[src/rtl/banner_fader_if.sv]
// ROM read bus and overlay pixel output of banner_fader.
// master: the fader (drives ROM address/select and overlay pixel).
// slave : ROM + downstream mixer (returns ROM data, consumes pixel).
interface banner_fader_if #(
  parameter int ADDR_W = 13,
  parameter int SEL_W  = 2
);
  logic [ADDR_W-1:0] o_rom_addr;
  logic [SEL_W-1:0]  o_rom_sel;
  logic [11:0]       i_rom_data;
  logic [3:0]        o_red;
  logic [3:0]        o_green;
  logic [3:0]        o_blue;
  logic              o_pix_valid;

  modport master (
    output o_rom_addr, o_rom_sel, o_red, o_green, o_blue, o_pix_valid,
    input  i_rom_data
  );

  modport slave (
    input  o_rom_addr, o_rom_sel, o_red, o_green, o_blue, o_pix_valid,
    output i_rom_data
  );
endinterface

[src/rtl/banner_fader.sv]
// banner_fader: places one of NUM_IMAGES banner bitmaps at a frame-latched
// position and fades it in/out, one brightness step every FRAMES_PER_STEP
// frames.
// Pipeline: coordinates -> (edge 1) ROM address/select -> (edge 2) ROM data
// -> (edge 3) scaled overlay pixel. Box, display-enable and level follow
// the address so they line up with the returned ROM word.
// Optional build macro BANNER_FADER_BLINK_EN: blinks the banner in SHOW
// (16 frames on, 16 off). Undefined: SHOW is steady.
//
// state    | meaning
// IDLE     | banner hidden, level 0
// FADE_IN  | level rising one step at a time
// SHOW     | fully visible, level 15
// FADE_OUT | level falling; at 0 restart with new image or go idle
module banner_fader #(
  parameter int SCREEN_WIDTH    = 800,
  parameter int SCREEN_HEIGHT   = 600,
  parameter int BANNER_W        = 100,
  parameter int BANNER_H        = 50,
  parameter int NUM_IMAGES      = 4,
  parameter int FRAMES_PER_STEP = 2
) (
  input  logic                          i_clk,
  input  logic                          i_rst_n,
  input  logic                          i_show,
  input  logic [$clog2(NUM_IMAGES)-1:0] i_banner_num,
  input  logic [10:0]                   i_pos_x,
  input  logic [9:0]                    i_pos_y,
  input  logic                          i_frame_start,
  input  logic                          i_disp_enbl,
  input  logic [10:0]                   i_h_coord,
  input  logic [9:0]                    i_v_coord,
  banner_fader_if.master                bf,
  output logic                          o_busy
);

  localparam int SEL_W  = $clog2(NUM_IMAGES);
  localparam int ADDR_W = $clog2(BANNER_W * BANNER_H);
  localparam int CNT_W  = (FRAMES_PER_STEP > 1) ? $clog2(FRAMES_PER_STEP) : 1;

  typedef enum logic [1:0] {IDLE, FADE_IN, SHOW, FADE_OUT} state_t;

  state_t             r_state, w_state_n;
  logic [3:0]         r_level, w_level_n;
  logic [CNT_W-1:0]   r_cnt, w_cnt_n;
  logic [SEL_W-1:0]   r_num, w_num_n;
  logic [10:0]        r_pos_x;
  logic [9:0]         r_pos_y;
  logic               w_step;
  logic [3:0]         w_level_eff;

  logic [11:0]        w_rel_x, w_rel_y;
  logic               w_on_screen, w_in_box;
  logic [ADDR_W-1:0]  w_lin, w_addr;

  logic               r_in_box_d1, r_disp_d1;
  logic [3:0]         r_level_d1;
  logic               r_in_box_d2, r_disp_d2;
  logic [3:0]         r_level_d2;
  logic               w_opaque;

  function automatic logic [3:0] scale(input logic [3:0] c, input logic [3:0] l);
    logic [7:0] p;
    p = 8'(c) * 8'({1'b0, l} + 5'd1);
    return 4'(p >> 4);
  endfunction

  assign w_step = i_frame_start && (r_cnt == CNT_W'(FRAMES_PER_STEP - 1));
  assign o_busy = (r_state == FADE_IN) || (r_state == FADE_OUT);

  // FSM state, level, step counter, active image and frame-latched position
  always_ff @(posedge i_clk or negedge i_rst_n) begin
    if (!i_rst_n) begin
      r_state <= IDLE;
      r_level <= '0;
      r_cnt   <= '0;
      r_num   <= '0;
      r_pos_x <= '0;
      r_pos_y <= '0;
    end else begin
      r_state <= w_state_n;
      r_level <= w_level_n;
      r_cnt   <= w_cnt_n;
      r_num   <= w_num_n;
      if (i_frame_start) begin
        r_pos_x <= i_pos_x;
        r_pos_y <= i_pos_y;
      end
    end
  end

  // Next-state: everything moves only on frame start; IDLE exits at once
  always_comb begin
    w_state_n = r_state;
    w_level_n = r_level;
    w_cnt_n   = r_cnt;
    w_num_n   = r_num;
    if (i_frame_start) begin
      w_cnt_n = w_step ? '0 : r_cnt + 1'b1;
    end
    case (r_state)
      IDLE: begin
        w_level_n = '0;
        w_cnt_n   = '0;
        if (i_frame_start && i_show) begin
          w_num_n   = i_banner_num;
          w_level_n = 4'd1;
          w_state_n = FADE_IN;
        end
      end
      FADE_IN: begin
        if (i_frame_start && !i_show) begin
          w_state_n = FADE_OUT;
          w_cnt_n   = '0;
        end else if (w_step) begin
          w_level_n = r_level + 4'd1;
          if (r_level == 4'd14) begin
            w_state_n = SHOW;
          end
        end
      end
      SHOW: begin
        w_level_n = 4'd15;
        if (i_frame_start && (!i_show || (i_banner_num != r_num))) begin
          w_state_n = FADE_OUT;
          w_cnt_n   = '0;
        end
      end
      FADE_OUT: begin
        if (w_step) begin
          if (r_level <= 4'd1) begin
            w_level_n = '0;
            if (i_show) begin
              w_num_n   = i_banner_num;
              w_state_n = FADE_IN;
            end else begin
              w_state_n = IDLE;
            end
          end else begin
            w_level_n = r_level - 4'd1;
          end
        end
      end
      default: begin
        w_state_n = IDLE;
        w_level_n = '0;
        w_cnt_n   = '0;
      end
    endcase
  end

`ifdef BANNER_FADER_BLINK_EN
  logic [4:0] r_blink;

  // Blink frame counter: runs only while SHOW persists, cleared on leaving it
  always_ff @(posedge i_clk or negedge i_rst_n) begin
    if (!i_rst_n) begin
      r_blink <= '0;
    end else if (w_state_n != SHOW) begin
      r_blink <= '0;
    end else if (i_frame_start && (r_state == SHOW)) begin
      r_blink <= r_blink + 5'd1;
    end
  end

  assign w_level_eff = ((r_state == SHOW) && r_blink[4]) ? 4'd0 : r_level;
`else
  assign w_level_eff = r_level;
`endif

  // Geometry: unsigned 12-bit differences so left/above the box wraps large
  assign w_rel_x     = {1'b0, i_h_coord} - {1'b0, r_pos_x};
  assign w_rel_y     = {2'b0, i_v_coord} - {2'b0, r_pos_y};
  assign w_on_screen = (i_h_coord < 11'(SCREEN_WIDTH)) && (i_v_coord < 10'(SCREEN_HEIGHT));
  assign w_in_box    = w_on_screen && (w_rel_x < 12'(BANNER_W)) && (w_rel_y < 12'(BANNER_H));
  assign w_lin       = ADDR_W'(w_rel_y) * ADDR_W'(BANNER_W) + ADDR_W'(w_rel_x);
  assign w_addr      = w_in_box ? w_lin : '0;

  // Stage 1: ROM address/select plus sideband; stage 1b keeps sideband aligned with ROM data
  always_ff @(posedge i_clk or negedge i_rst_n) begin
    if (!i_rst_n) begin
      bf.o_rom_addr <= '0;
      bf.o_rom_sel  <= '0;
      r_in_box_d1   <= 1'b0;
      r_disp_d1     <= 1'b0;
      r_level_d1    <= '0;
      r_in_box_d2   <= 1'b0;
      r_disp_d2     <= 1'b0;
      r_level_d2    <= '0;
    end else begin
      bf.o_rom_addr <= w_addr;
      bf.o_rom_sel  <= r_num;
      r_in_box_d1   <= w_in_box;
      r_disp_d1     <= i_disp_enbl;
      r_level_d1    <= w_level_eff;
      r_in_box_d2   <= r_in_box_d1;
      r_disp_d2     <= r_disp_d1;
      r_level_d2    <= r_level_d1;
    end
  end

  assign w_opaque = r_disp_d2 && r_in_box_d2 && (r_level_d2 != 4'd0) && (bf.i_rom_data != 12'h000);

  // Stage 2: brightness-scaled overlay pixel; transparent/outside gives black, not valid
  always_ff @(posedge i_clk or negedge i_rst_n) begin
    if (!i_rst_n) begin
      bf.o_red       <= '0;
      bf.o_green     <= '0;
      bf.o_blue      <= '0;
      bf.o_pix_valid <= 1'b0;
    end else if (w_opaque) begin
      bf.o_red       <= scale(bf.i_rom_data[3:0],  r_level_d2);
      bf.o_green     <= scale(bf.i_rom_data[7:4],  r_level_d2);
      bf.o_blue      <= scale(bf.i_rom_data[11:8], r_level_d2);
      bf.o_pix_valid <= 1'b1;
    end else begin
      bf.o_red       <= '0;
      bf.o_green     <= '0;
      bf.o_blue      <= '0;
      bf.o_pix_valid <= 1'b0;
    end
  end

endmodule

[src/flat_wrapper.sv]
// flat-port wrapper written by rule: the top's interface ports become plain ports
module banner_fader_flat 
#(
  parameter int SCREEN_WIDTH    = 800,
  parameter int SCREEN_HEIGHT   = 600,
  parameter int BANNER_W        = 100,
  parameter int BANNER_H        = 50,
  parameter int NUM_IMAGES      = 4,
  parameter int FRAMES_PER_STEP = 2
)
  (i_clk, i_rst_n, i_show, i_banner_num, i_pos_x, i_pos_y, i_frame_start, i_disp_enbl, i_h_coord, i_v_coord, o_busy, bf_o_rom_addr, bf_o_rom_sel, bf_o_red, bf_o_green, bf_o_blue, bf_o_pix_valid, bf_i_rom_data);
  banner_fader_if #(.ADDR_W(13), .SEL_W(2)) bf_i ();
  input  logic i_clk;
  input  logic i_rst_n;
  input  logic i_show;
  input  logic [$clog2(NUM_IMAGES)-1:0] i_banner_num;
  input  logic [10:0] i_pos_x;
  input  logic [9:0] i_pos_y;
  input  logic i_frame_start;
  input  logic i_disp_enbl;
  input  logic [10:0] i_h_coord;
  input  logic [9:0] i_v_coord;
  output logic o_busy;
  output wire logic [$bits(bf_i.o_rom_addr)-1:0] bf_o_rom_addr;
  output wire logic [$bits(bf_i.o_rom_sel)-1:0] bf_o_rom_sel;
  output wire logic [$bits(bf_i.o_red)-1:0] bf_o_red;
  output wire logic [$bits(bf_i.o_green)-1:0] bf_o_green;
  output wire logic [$bits(bf_i.o_blue)-1:0] bf_o_blue;
  output wire logic [$bits(bf_i.o_pix_valid)-1:0] bf_o_pix_valid;
  input wire logic [$bits(bf_i.i_rom_data)-1:0] bf_i_rom_data;
  assign bf_o_rom_addr = bf_i.o_rom_addr;
  assign bf_o_rom_sel = bf_i.o_rom_sel;
  assign bf_o_red = bf_i.o_red;
  assign bf_o_green = bf_i.o_green;
  assign bf_o_blue = bf_i.o_blue;
  assign bf_o_pix_valid = bf_i.o_pix_valid;
  assign bf_i.i_rom_data = bf_i_rom_data;
  banner_fader #(.SCREEN_WIDTH(SCREEN_WIDTH), .SCREEN_HEIGHT(SCREEN_HEIGHT), .BANNER_W(BANNER_W), .BANNER_H(BANNER_H), .NUM_IMAGES(NUM_IMAGES), .FRAMES_PER_STEP(FRAMES_PER_STEP)) u_core (.i_clk(i_clk), .i_rst_n(i_rst_n), .i_show(i_show), .i_banner_num(i_banner_num), .i_pos_x(i_pos_x), .i_pos_y(i_pos_y), .i_frame_start(i_frame_start), .i_disp_enbl(i_disp_enbl), .i_h_coord(i_h_coord), .i_v_coord(i_v_coord), .bf(bf_i), .o_busy(o_busy));
endmodule
[config.mk]
export PLATFORM = sky130hd
export DESIGN_NAME = banner_fader_flat
export DESIGN_NICKNAME = d
export VERILOG_FILES = /design/src/rtl/banner_fader_if.sv /design/src/rtl/banner_fader.sv /design/src/flat_wrapper.sv
export SDC_FILE = /design/constraint.sdc
export NUM_CORES = 1
export LEC_CHECK = 0
export CORE_MARGIN = 1
export CORE_UTILIZATION = 45
export DETAILED_ROUTE_END_ITERATION = 10
export GPL_ROUTABILITY_DRIVEN = 0
export GPL_TIMING_DRIVEN = 0
export PLACE_DENSITY = 0.69
export SKIP_CTS_REPAIR_TIMING = 1
export SLEW_MARGIN = 10
export SYNTH_ARGS = -nofsm -noshare
export SYNTH_HDL_FRONTEND = slang
export SYNTH_SLANG_ARGS = --single-unit
[constraint.sdc]
create_clock -name i_clk -period 6 [get_ports i_clk]
set_input_delay 1.2 -clock i_clk [delete_from_list [all_inputs] [get_ports i_clk]]
set_output_delay 1.2 -clock i_clk [all_outputs]
set_load 0.01 [all_outputs]
==> parameters.txt, run 1 <==
Parameter                              Value

STA
  Final hold violation count ... 0
  Setup violation total in the final timing report ... 0
  Time the final worst path needs with I/O delays and setup ... about 5.6 ns
  Worst Skew ... 0.00907 ns
  Ratio of final minimum period to clock period ... between 90 and 100%
  Post-Route Hold Slack ... 0.344 ns
  Unrepaired setup endpoints after global routing ... false
  Sum of negative setup slack ... 0 ns
  Max Transition Viols Final ... 0
  Normalized max-slew margin ... roughly two fifths
  Crit path setup slack, layout ... approximately 0.45 ns
  Highest clock frequency the design can meet ... between 150 and 200 MHz
  Worst-Margin Slew ... just under 0.9 ns

Placement
  I/O Buffers ... 89
  HPWL after detailed placement ... approximately 11000 µm
  Post-Place Setup Slack ... 0.0479 ns
  Cell total after placement ... 940

Yosys
  Total of warnings raised by yosys ... 0
  Netlist cell types ... 63
  Async set or reset register ratio after synthesis ... between 90% and 100%
  Number of synthesized register bits ... 70
  Mapped Area ... 6130 µm²
  Number of nets produced by synthesis ... between 800 and 900
  Fraction of the yosys area taken by sequential cells ... approximately 29%
  Primary FF master, synth ... sky130_fd_sc_hd__dfrtp_1
  Gate count of the mapped netlist ... 674
  Number of flops mapped to enable cells by yosys ... 0
  Mean area per synthesized cell ... 9.10 µm²

Die
  Core area ... approximately 13000 µm²
  Die width ... between 100 and 150 µm
  Die area ... 14100 µm²
  Core Rows ... 42
  Chip Height ... approximately 120 µm
  Effective utilization at floorplan ... 46.1%
  Io pins ... 90

Clocking
  Clock tree from TritonCTS ... built
  Number of clock buffers inserted by TritonCTS ... 9
  H-tree level count ... 3
  Clk Tree Root Cell ... sky130_fd_sc_hd__clkbuf_16
  Clk_lat worst skew ... 0.33 ns
  Clock buffer depth ... 2
  Total number of clock tree sinks ... 70
  Clock slew at reported path FFs ... 0.06 ns

Drt
  Number of remaining DRC errors ... 0
  Per-cell routed wire length ... between 10 and 15 µm
  Post-detailed-routing wire length ... 13600 µm
  Number of iterations in the first detailed-routing pass ... 4
  Overall via count from detail_route ... 4918
  Vias per Instance ... just over 5
  Post-DRT Antenna Nets ... 0
  Violation count after the first detailed-routing iteration ... 170

Layout
  Utilization of the core after routing ... a little under three fifths
  Post-route non-filler standard cell count ... between 900 and 1000
  Diode count ... 0
  FILL cells ... 1186
  Ratio of cells with drive above 1 in the final layout ... under 10%
  Area growth syn-to-layout ... 23.1%
  Total number of nets in the final design ... 950

Global routing
  Number of antenna violations at the first check in global routing ... 0
  Global Route met2 Usage ... a little over a third
  Via count of the first global-routing pass ... a little over 5000
  Grt total ovfl ... 0
  Global-route wire length before repair ... 23500 µm
  Busiest layer in global routing ... met2
  M1 GR Usage ... ~28%
  GR met3 Demand/Resource ... 2.99%
  Overall fraction of global-route tracks in use ... 20.9%
  Largest net degree at the start of global routing ... 57

Setup path
  Count of cells along the worst register-to-register path ... 22
  Cells along the critical path ... clkdlybuf4s50_1, inv_1, ha_1, inv_1, fa_1, a21o_1, a21oi_2, xnor2_2, ha_1, ha_1, inv_1, fa_1, inv_1, ha_1, inv_1, o21bai_1, a21oi_1, xnor2_1, ha_1, inv_1, nor4_1, a21oi_1, o311a_1, a21oi_1
  Crit path max fanout ... 6
  Cell type with the highest occurrence count on the critical path ... sky130_fd_sc_hd__inv_1
  Crit path DAT ... 5.76 ns
  Critical register-to-register path endpoint ... u_core.bf.o_rom_addr[11]
  Crit path capture type ... flip-flop
  FF-to-FF setup slack ... around 1.5 ns
  Element type at the critical path start ... primary input
  Worst path max stage delay ... around 0.53 ns
  Worst r2r src ... u_core.r_pos_y[0]
  Number of buffer and inverter instances along the worst setup path ... 7
  Type of the setup path with the least slack ... in -> reg
  Delay-heaviest family, CP ... adder cells
  Critical-path cell with the highest stage delay ... sky130_fd_sc_hd__fa_1
  Data required time of the critical path ... about 6.2 ns

Worst hold path
  Worst Hold End ... u_core.r_level_d2[1]
  Startpoint of the tightest hold check path ... u_core.r_level_d1[1]
  Hold Crit Class ... reg -> reg
  WHS Path Cells ... 0

Power
  Leakage power ... 3.65 nW
  Power Density ... between 400 and 500 nW/µm²
  Maximum vdd ir drop ... between 0.3 and 0.4 mV

Flow run
  Maxcap violations ... 0

Status
  Run status ... finished, final reports clean
==> worst register-to-register path, cell delays in order, from the launching register on <==
cell                       delay [ns]
sky130_fd_sc_hd__dfrtp_1         0.34
sky130_fd_sc_hd__ha_1            0.19
sky130_fd_sc_hd__inv_1           0.07
sky130_fd_sc_hd__fa_1            0.41
sky130_fd_sc_hd__a21o_1          0.20
sky130_fd_sc_hd__a21oi_2         0.20
sky130_fd_sc_hd__xnor2_2         0.17
sky130_fd_sc_hd__ha_1            0.28
sky130_fd_sc_hd__ha_1            0.28
sky130_fd_sc_hd__inv_1           0.05
sky130_fd_sc_hd__fa_1            0.53
sky130_fd_sc_hd__inv_1           0.04
sky130_fd_sc_hd__ha_1            0.33
sky130_fd_sc_hd__inv_1           0.07
sky130_fd_sc_hd__o21bai_1        0.07
sky130_fd_sc_hd__a21oi_1         0.18
sky130_fd_sc_hd__xnor2_1         0.14
sky130_fd_sc_hd__ha_1            0.27
sky130_fd_sc_hd__inv_1           0.15
sky130_fd_sc_hd__nor4_1          0.06
sky130_fd_sc_hd__a21oi_1         0.13
sky130_fd_sc_hd__o311a_1         0.19
sky130_fd_sc_hd__a21oi_1         0.07
==> worst max-delay path by stage <==
stage	from	end	slack, ns	cells past startpoint
6_report	i_v_coord[0]	u_core.bf.o_rom_addr[11]	0.45	24
5_1_grt	i_v_coord[0]	u_core.bf.o_rom_addr[11]	0.1	24
4_1_cts	i_v_coord[0]	u_core.bf.o_rom_addr[11]	0.38	24
3_5_place_dp	i_v_coord[0]	u_core.bf.o_rom_addr[11]	0.05	24
3_3_place_gp	i_v_coord[0]	u_core.bf.o_rom_addr[11]	0.15	24
2_1_floorplan	i_v_coord[0]	u_core.bf.o_rom_addr[11]	0.85	23
==> cell families (layout without fill, tap and decap cells) <==
family | after synthesis | in the layout | synth area share, %
AOI/OAI and AO/OA | 131 | 131 | 14.0
xor gates and xnor gates | 52 | 52 | 7.65
adders and majority gates | 114 | 114 | 26.1
buffers and inverters | 105 | 211 | 6.61
DFF | 70 | 70 | 28.6
muxes | 10 | 10 | 1.75
and+or+nand+nor | 192 | 192 | 15.3
==> cell usage in the layout (no fill, tap or decap), types with 3 or more instances in the layout <==
cell type | Yosys | routed
sky130_fd_sc_hd__o31ai_1 | 5 | 5
sky130_fd_sc_hd__mux2i_1 | 4 | 4
sky130_fd_sc_hd__a21o_1 | 12 | 12
sky130_fd_sc_hd__and2_1 | 18 | 18
sky130_fd_sc_hd__xor2_1 | 11 | 11
sky130_fd_sc_hd__nor2_1 | 38 | 38
sky130_fd_sc_hd__o21ai_0 | 36 | 36
sky130_fd_sc_hd__a21oi_1 | 33 | 32
sky130_fd_sc_hd__nand4_1 | 5 | 5
sky130_fd_sc_hd__clkbuf_16 | 0 | 9
sky130_fd_sc_hd__and3_1 | 4 | 4
sky130_fd_sc_hd__fa_1 | 23 | 23
sky130_fd_sc_hd__dfrtp_1 | 70 | 70
sky130_fd_sc_hd__mux2_2 | 6 | 6
sky130_fd_sc_hd__ha_1 | 91 | 91
sky130_fd_sc_hd__nor3_1 | 7 | 7
sky130_fd_sc_hd__clkbuf_1 | 11 | 14
sky130_fd_sc_hd__inv_1 | 91 | 91
sky130_fd_sc_hd__o21bai_1 | 10 | 10
sky130_fd_sc_hd__o21a_1 | 5 | 5
sky130_fd_sc_hd__nand2_1 | 74 | 74
sky130_fd_sc_hd__clkdlybuf4s50_1 | 0 | 88
sky130_fd_sc_hd__nor2_2 | 9 | 9
sky130_fd_sc_hd__nor2b_1 | 7 | 7
sky130_fd_sc_hd__nand2b_1 | 4 | 4
sky130_fd_sc_hd__xnor2_1 | 40 | 39
sky130_fd_sc_hd__or3_1 | 3 | 3
sky130_fd_sc_hd__nor4_1 | 4 | 4
sky130_fd_sc_hd__a211oi_1 | 4 | 4
sky130_fd_sc_hd__nand3_1 | 8 | 8
==> metal layers <==
metal	part of all wire [%]	vias up
met2	48	97
met4	1.2	0
met1	48	2344
li1	-	2463
met5	0	-
met3	3.3	14
==> stage by stage <==
| stage | instance area [µm²] | power [mW] |
|---|---|---|
| floorplan | 6130 | 2.63 |
| global placement | 7250 | 3.05 |
| detailed placement | 7270 | 3.18 |
| CTS | 7540 | 3.70 |
| global route | 7550 | 4.10 |
| finish | 7550 | 3.68 |
==> synth_stat cells (2+ instances only) <==
cell / count / area share (%)
sky130_fd_sc_hd__ha_1: 91 / 19
sky130_fd_sc_hd__inv_1: 91 / 5.6
sky130_fd_sc_hd__nand2_1: 74 / 4.5
sky130_fd_sc_hd__dfrtp_1: 70 / 29
sky130_fd_sc_hd__xnor2_1: 40 / 5.7
sky130_fd_sc_hd__nor2_1: 38 / 2.3
sky130_fd_sc_hd__o21ai_0: 36 / 2.9
sky130_fd_sc_hd__a21oi_1: 33 / 2.7
sky130_fd_sc_hd__fa_1: 23 / 7.5
sky130_fd_sc_hd__and2_1: 18 / 1.8
sky130_fd_sc_hd__a21o_1: 12 / 1.5
sky130_fd_sc_hd__clkbuf_1: 11 / 0.67
sky130_fd_sc_hd__xor2_1: 11 / 1.6
sky130_fd_sc_hd__o21bai_1: 10 / 1.2
sky130_fd_sc_hd__nor2_2: 9 / 0.92
sky130_fd_sc_hd__nand3_1: 8 / 0.65
sky130_fd_sc_hd__nor2b_1: 7 / 0.71
sky130_fd_sc_hd__nor3_1: 7 / 0.57
sky130_fd_sc_hd__mux2_2: 6 / 1.1
sky130_fd_sc_hd__nand4_1: 5 / 0.51
sky130_fd_sc_hd__o21a_1: 5 / 0.61
sky130_fd_sc_hd__o31ai_1: 5 / 0.61
sky130_fd_sc_hd__a211oi_1: 4 / 0.49
sky130_fd_sc_hd__and3_1: 4 / 0.41
sky130_fd_sc_hd__mux2i_1: 4 / 0.65
sky130_fd_sc_hd__nand2b_1: 4 / 0.41
sky130_fd_sc_hd__nor4_1: 4 / 0.41
sky130_fd_sc_hd__or3_1: 3 / 0.31
sky130_fd_sc_hd__a311oi_1: 2 / 0.29
sky130_fd_sc_hd__o2111a_1: 2 / 0.37
sky130_fd_sc_hd__o2111ai_1: 2 / 0.29
sky130_fd_sc_hd__o211ai_1: 2 / 0.24
sky130_fd_sc_hd__o311a_1: 2 / 0.33
sky130_fd_sc_hd__o311ai_0: 2 / 0.29
==> where the power goes <==
group	switching, mW	internal (mW)
combinational	1.42	1.17
sequential	0.0571	0.545
clock	0.198	0.291
==> flip-flops by register name, indices dropped and copies added (netlist names), 2 cells and up <==
| register | flops |
|---|---|
| u_core.bf.o_blue | 4 |
| u_core.bf.o_green | 4 |
| u_core.bf.o_red | 4 |
| u_core.bf.o_rom_addr | 13 |
| u_core.bf.o_rom_sel | 2 |
| u_core.r_level | 4 |
| u_core.r_level_d1 | 4 |
| u_core.r_level_d2 | 4 |
| u_core.r_num | 2 |
| u_core.r_pos_x | 11 |
| u_core.r_pos_y | 10 |
| u_core.r_state | 2 |
==> layout make-up <==
| class | instances | area (µm²) | share of cell area, % |
|---|---|---|---|
| Buffer | 14 | 63.8 | 0.845 |
| Sequential cell | 70 | 1750 | 23.2 |
| Inverter | 91 | 342 | 4.52 |
| Timing Repair Buffer | 90 | 916 | 12.1 |
| Clock inverter | 3 | 20.0 | 0.265 |
| Clock buffer | 13 | 250 | 3.31 |
| Multi-Input combinational cell | 499 | 3990 | 52.8 |
| Tap cell | 176 | 220 | 2.92 |
No activity file was read; power rests on OpenSTA's default activity.
==> run 2: changes to the inputs <==
Settings changed: CORE_MARGIN 1 to not set.
==> results of run 2 <==
Same layout as run 1: the final DEF is identical, and so are final timing and power.
==> run 3: changes to the inputs <==
Settings changed: CTS_CLUSTER_SIZE set to 14.
==> results of run 3 <==
Same layout as run 1: the final DEF is identical, and so are final timing and power.
